==> src/rtl/pilha_ctrl.sv <==
// pilha_ctrl: stack instruction sequencer for the Pilha/temp/ULA datapath.
// Accepts PUSHI, POP and ALU instructions over valid/ready and issues the
// per-cycle pop/loadTemp1/loadTemp2/push/opcode strobes plus din.
// Ports: clk, reset (async, active high); instr_valid/instr_ready/instr_op/
// instr_imm handshake; push, pop, loadTemp1, loadTemp2, opcode, din to the
// datapath; resultado from the ULA; result, done, err, depth status.
// Optional macro PILHA_CTRL_GUARD_EN enables the depth guard at accept.
module pilha_ctrl #(
   parameter int STACK_DEPTH = 16,
   localparam int DW = $clog2(STACK_DEPTH + 1)
) (
   input  logic          clk,
   input  logic          reset,
   input  logic          instr_valid,
   output logic          instr_ready,
   input  logic [3:0]    instr_op,
   input  logic [15:0]   instr_imm,
   output logic          push,
   output logic          pop,
   output logic          loadTemp1,
   output logic          loadTemp2,
   output logic [2:0]    opcode,
   output logic [15:0]   din,
   input  logic [31:0]   resultado,
   output logic [31:0]   result,
   output logic          done,
   output logic          err,
   output logic [DW-1:0] depth
);

   typedef enum logic [2:0] {
      IDLE,
      PUSH,
      POPD,
      POP1,
      POP2,
      EXEC,
      WB,
      ERR
   } state_t;

   state_t        state_q, state_d;
   logic [15:0]   imm_q, imm_d;
   logic [2:0]    opcode_q, opcode_d;
   logic [31:0]   result_q, result_d;
   logic [DW-1:0] depth_q, depth_d;

   logic is_pushi, is_pop, is_alu;
   logic ok_push, ok_pop, ok_alu;

   assign is_pushi = (instr_op == 4'd0);
   assign is_pop   = (instr_op == 4'd1);
   assign is_alu   = instr_op[3];

`ifdef PILHA_CTRL_GUARD_EN
   assign ok_push = (depth_q < DW'(STACK_DEPTH));
   assign ok_pop  = (depth_q >= DW'(1));
   assign ok_alu  = (depth_q >= DW'(2));
`else
   assign ok_push = 1'b1;
   assign ok_pop  = 1'b1;
   assign ok_alu  = 1'b1;
`endif

   always_ff @(posedge clk or posedge reset) begin
      if (reset) begin
         state_q  <= IDLE;
         imm_q    <= '0;
         opcode_q <= '0;
         result_q <= '0;
         depth_q  <= '0;
      end else begin
         state_q  <= state_d;
         imm_q    <= imm_d;
         opcode_q <= opcode_d;
         result_q <= result_d;
         depth_q  <= depth_d;
      end
   end

   always_comb begin
      state_d     = state_q;
      imm_d       = imm_q;
      opcode_d    = opcode_q;
      result_d    = result_q;
      instr_ready = 1'b0;
      push        = 1'b0;
      pop         = 1'b0;
      loadTemp1   = 1'b0;
      loadTemp2   = 1'b0;
      din         = '0;
      done        = 1'b0;
      err         = 1'b0;

      unique case (state_q)
         IDLE: begin
            instr_ready = 1'b1;
            if (instr_valid) begin
               imm_d = instr_imm;
               unique case (1'b1)
                  is_pushi && ok_push: state_d = PUSH;
                  is_pop && ok_pop:    state_d = POPD;
                  is_alu && ok_alu: begin
                     state_d  = POP1;
                     opcode_d = instr_op[2:0];
                  end
                  default:             state_d = ERR;
               endcase
            end
         end
         PUSH: begin
            push    = 1'b1;
            din     = imm_q;
            done    = 1'b1;
            state_d = IDLE;
         end
         POPD: begin
            pop     = 1'b1;
            done    = 1'b1;
            state_d = IDLE;
         end
         // temp1 samples the top before the pop takes effect
         POP1: begin
            pop       = 1'b1;
            loadTemp1 = 1'b1;
            state_d   = POP2;
         end
         POP2: begin
            pop       = 1'b1;
            loadTemp2 = 1'b1;
            state_d   = EXEC;
         end
         EXEC: begin
            result_d = resultado;
            state_d  = WB;
         end
         WB: begin
            push    = 1'b1;
            din     = result_q[15:0];
            done    = 1'b1;
            state_d = IDLE;
         end
         ERR: begin
            err     = 1'b1;
            state_d = IDLE;
         end
         default: state_d = IDLE;
      endcase

      depth_d = depth_q + DW'(push) - DW'(pop);
   end

   assign opcode = opcode_q;
   assign result = result_q;
   assign depth  = depth_q;

endmodule

==> config.mk <==
export PLATFORM = sky130hd
export DESIGN_NAME = pilha_ctrl
export DESIGN_NICKNAME = d
export VERILOG_FILES = /design/src/rtl/pilha_ctrl.sv
export SDC_FILE = /design/constraint.sdc
export NUM_CORES = 1
export LEC_CHECK = 0
export CAP_MARGIN = 20
export CORE_ASPECT_RATIO = 0.9
export CORE_MARGIN = 2
export CORE_UTILIZATION = 30
export DETAILED_ROUTE_END_ITERATION = 10
export DONT_BUFFER_PORTS = 1
export GPL_ROUTABILITY_DRIVEN = 0
export PLACE_DENSITY = 0.53
export SKIP_CTS_REPAIR_TIMING = 1
export SLEW_MARGIN = 20
export SYNTH_ARGS = -nofsm -noshare
export SYNTH_HDL_FRONTEND = slang
export SYNTH_SLANG_ARGS = --single-unit
export TNS_END_PERCENT = 100
==> constraint.sdc <==
create_clock -name clk -period 3.5 [get_ports clk]
set_input_delay 0.7 -clock clk [delete_from_list [all_inputs] [get_ports clk]]
set_output_delay 0.7 -clock clk [all_outputs]
set_load 0.02 [all_outputs]
Word-level counts from Yosys, hierarchy flattened:

Cells that the tools add are included.
W data, S select, Z words.

* muxes and demuxes: 11
* reduce and logical (&&, ||, !) cells: 8
* add/subtract/negate cells: 2
* eq/ne operators: 9

Operators with widths (count)
* $pmux W16 S2: 1
* $pmux W3 S5: 1
* $eq A3 B3 Y1 const B: 4
* $pmux W3 S3: 1
* $mux W1: 7
* $eq A3 B2 Y1 const B: 2
* $reduce_or A3 Y1: 2
* $add A5 B1 Y5: 1
* $sub A5 B1 Y5: 1
* $eq A4 B1 Y1 const B: 1
* $logic_not A4 Y1: 1
* $reduce_or A4 Y1: 1
* $eq A3 B1 Y1 const B: 1
* $logic_not A3 Y1: 1
* $mux W3: 1
* $reduce_and A3 Y1: 1
* $ne A2 B2 Y1 const B: 1
* $reduce_and A2 Y1: 1
* $reduce_or A2 Y1: 1

* flip-flop bits (word level): 59

Longest topological paths before layout:

* depth after elaboration: 5
* mapped depth: 12

Least setup slack after synthesis:

OpenSTA, ideal clock, no wires.

* kind: flip-flop to flip-flop
* from: register state_q[1]
* to: register depth_q[4] (netlist: depth[4])
* required time: 3.420 ns
* cell stages (with the launch flop): 13
* path buffers: 1
* data arrival time: 2.496 ns
* slack: 0.924 ns
* setup time: 0.080 ns
* cells stage by stage: dfrtp_1 buf_4 nor2_1 and2_1 o21bai_1 ha_1 inv_1 ha_1 inv_1 fa_1 nand2b_1 a21oi_1 xnor2_1

* elaborated cells on any way between the ends: 11

RTL lines
* from (decl): RTL line 42 `state_t state_q, state_d;`
* from (signal assigned): RTL line 73 `state_q <= state_d;`
* $eq A3 B3 Y1 / $eq A3 B2 Y1 (equally long branches): RTL line 95 `unique case (state_q)`
* $reduce_or A3 Y1 (no source line) (*)
* $mux W1 (*): RTL line 95
* via pop: RTL line 19 `output logic pop,`
* $sub A5 B1 Y5 (*): RTL line 150 `depth_d = depth_q + DW'(push) - DW'(pop);`
* via depth_d[4]: RTL line 46 `logic [DW-1:0] depth_q, depth_d;`
* to (signal assigned): RTL line 77 `depth_q <= depth_d;`
* to (decl): RTL line 46

Mark *: on every way through the listed nets, which the timed path passes. The rest lies on a longest branch.
A chain may end at the register's enable or synchronous reset.

Worst setup path after layout:

* from: register state_q[0]
* to: register depth_q[4] (netlist: depth[4])

Same word-level chain as after synthesis.

==> qor.yml <==
cells_and_area:
  antenna_cells_inserted: 0
  syn_to_final_growth_pct: 13.8
  layout-drive-gt1-share: 0.342
  nets: 252
power:
  power_leakage_nw: 1.27
  power_density_mw_per_mm2: 1180
  vdd.ir_drop.worst_mv: 0.404
  fin_total_pwr_mw: 3.48
logic_synthesis:
  avgSynthCellArea_um2: 14.1
  syn-num-nets: 246
  synth_edf_count: 0
  synthXorXnorAreaFrac: 0.0135
  synthSimpleGateAreaFrac: 0.0476
  syn_inst: 185
  synth_top_family_by_area: "multiplexers"
  synth_compound_area_frac: 0.0833
  synthArstFlopShare: 1.00
  yosys.cell_types.count: 32
  yosysSeqAreaShare: 0.568
  synth_area_mm2: 0.00260
  synth_fa_ha_area_frac: 0.0318
  yosysWarnings: 0
  synth_flop_cell: "dfrtp_1"
  synth-seq-cells: 59
  yosys-mux-area-fraction: 0.221
die:
  die_h_um: 92.3
  row_count: 32
  core_mm2: 0.00849
  ios: 118
  start_util: 0.306
  die_x_um: 102
  floorplan.die_area_mm2: 0.00943
global_route:
  antenna_found_initial: 0
  grt_max_degree: 37
  grt_pass1_vias: 1576
  grt_util_all_layers: 0.124
  grt_pass1_wl_mm: 8.65
  gr-total-overflow: 0
critical_path:
  cp.arrival_ns: 3.05
  critical_path_class: "flop to flop"
  crit_family: "adder cells"
  cp_num_buf_inv: 2
  cp-start-kind: "flop"
  required_ns: 3.76
  path_cells: "nor2_1 -> and2_1 -> o21bai_1 -> ha_1 -> inv_1 -> ha_1 -> inv_1 -> fa_1 -> nand2b_1 -> a21oi_1 -> xnor2_1"
  end_kind: "flop"
  slowest_delay_ns: 0.51
  worst-path-max-fanout: 10
  cp_slowest_cell: "dfrtp_1"
timing:
  setup_tns_ns: 0
  maxSlewHeadroom: 0.402
  finalMaxSlewViolations: 0
  min_period_ns: 2.80
  fin_skew_ns: 0.00658
  fin_crit_sh: 0.799
  rsz0062_at_grt: "no"
  setup-violations-final: 0
  hold_violations: 0
  worstMarginPinSlew_ns: 0.890
  holdWs_ns: 0.283
  max_freq_ghz: 0.358
clock_tree:
  htree_num_levels: 3
  path_clk_slew_ns: 0.07
  clk_latency_ns: 0.33
  clock-sinks: 59
  root_buffer: "clkbuf_8"
  tritoncts: "yes"
  max-clock-path-buffers: 2
  cts_buffers: 9
routing:
  first_pass_iters: 4
  postRouteWirelength_mm: 5.52
  drt_iter0_drc: 45
  via_per_inst: 4.77
  wl_per_cell_um: 17.5
  drc: 0
  ant_nets: 0
  vias: 1501
status:
  status: "finished, final reports clean"
place:
  io_buffers: 0
  dpl.hpwl_mm: 3.99
worst_hold_path:
  min_path_type: "input pin to async pin"
job:
  drv_cap: 0
-- synthesized netlist by cell type (2+ instances only) --
| master | instances | area, um^2 |
|---|---|---|
| nor3_1 | 2 | 10.0 |
| nand2b_1 | 2 | 12.5 |
| o21bai_1 | 2 | 15.0 |
| ha_1 | 5 | 62.6 |
| dfrtp_1 | 59 | 1480 |
| mux2_2 | 41 | 462 |
| mux2_1 | 10 | 113 |
| a21oi_1 | 3 | 15.0 |
| inv_1 | 10 | 37.5 |
| nor2_1 | 6 | 22.5 |
| buf_2 | 7 | 35.0 |
| a22o_1 | 16 | 140 |
| xnor2_1 | 3 | 26.3 |
-- placed cells by master, fill, tap and decap left out, drive strengths merged, types with 2 or more instances in the layout --
| cell | instances |
|---|---|
| nand2b | 2 |
| a21oi | 3 |
| o21bai | 2 |
| clkbuf | 12 |
| nor3 | 2 |
| nor2 | 7 |
| bufinv | 2 |
| dfrtp | 59 |
| ha | 5 |
| mux2 | 51 |
| inv | 10 |
| xnor2 | 3 |
| buf | 4 |
| a22o | 16 |
-- report_power, final --
part | switching, mW | internal, mW
sequential | 0.581 | 1.04
clock | 0.267 | 0.439
combinational | 0.583 | 0.564
total | 1.43 | 2.05
-- cell type report --
class / count / area, um^2
inverters: 10 / 37.5
well taps: 119 / 149
repair buffers: 4 / 30.0
multi-input cells: 107 / 1040
fillers: 865 / 5530
clock buffers: 12 / 155
flip-flops and latches: 59 / 1480
clock inverters: 4 / 72.6
-- worst paths after layout --
path / from / to / slack, ns / depth (start not counted)
setup / recovery: state_q[0] / depth[4] / 0.70 / 11
hold / removal: reset / opcode[2] / 0.28 / 1
setup reg to reg: state_q[0] / depth[4] / 0.70 / 11
hold reg to reg: imm_q[2] / imm_q[2] / 0.49 / 1
max in group asynchronous: reset / result[30] / 2.38 / 2
min in group clk: imm_q[2] / imm_q[2] / 0.49 / 1
-- worst reg2reg max path: stages, from the launching register on --
cell and delay, ns:
dfrtp_1 0.51, nor2_1 0.17, and2_1 0.29, o21bai_1 0.32
ha_1 0.33, inv_1 0.06, ha_1 0.16, inv_1 0.06
fa_1 0.39, nand2b_1 0.16, a21oi_1 0.15, xnor2_1 0.13
-- routing by layer --
metal	global-route usage	vias up	wire (um)
met3	0.0747	7	640
met5	0	-	0
met4	0.0433	0	65
met1	0.150	744	2270
met2	0.183	76	2540
li1	-	674	-
-- logic make-up after synthesis --
family | count (synthesis)
xor+xnor | 4
simple gates | 19
fa+ha+maj | 6
flops | 59
mux | 51
compound gates | 27
buf+inv | 19
-- flip-flops by register name (all words and copies together) (netlist names) --
name	cells
opcode	3
result	32
state_q	3
imm_q	16
depth	5
-- stage by stage --
stage               cell area [um^2]  instances   util  setup slack [ns]
finish                          2960        315  0.348             0.705
detailed placement              2730        299  0.322             0.717
floorplan                       2600        185      -             0.924
global placement                2730        299  0.322             0.780
global route                    2960        315  0.348             0.591
CTS                             2960        315  0.348             0.700
No activity file was read; power rests on OpenSTA's default activity.
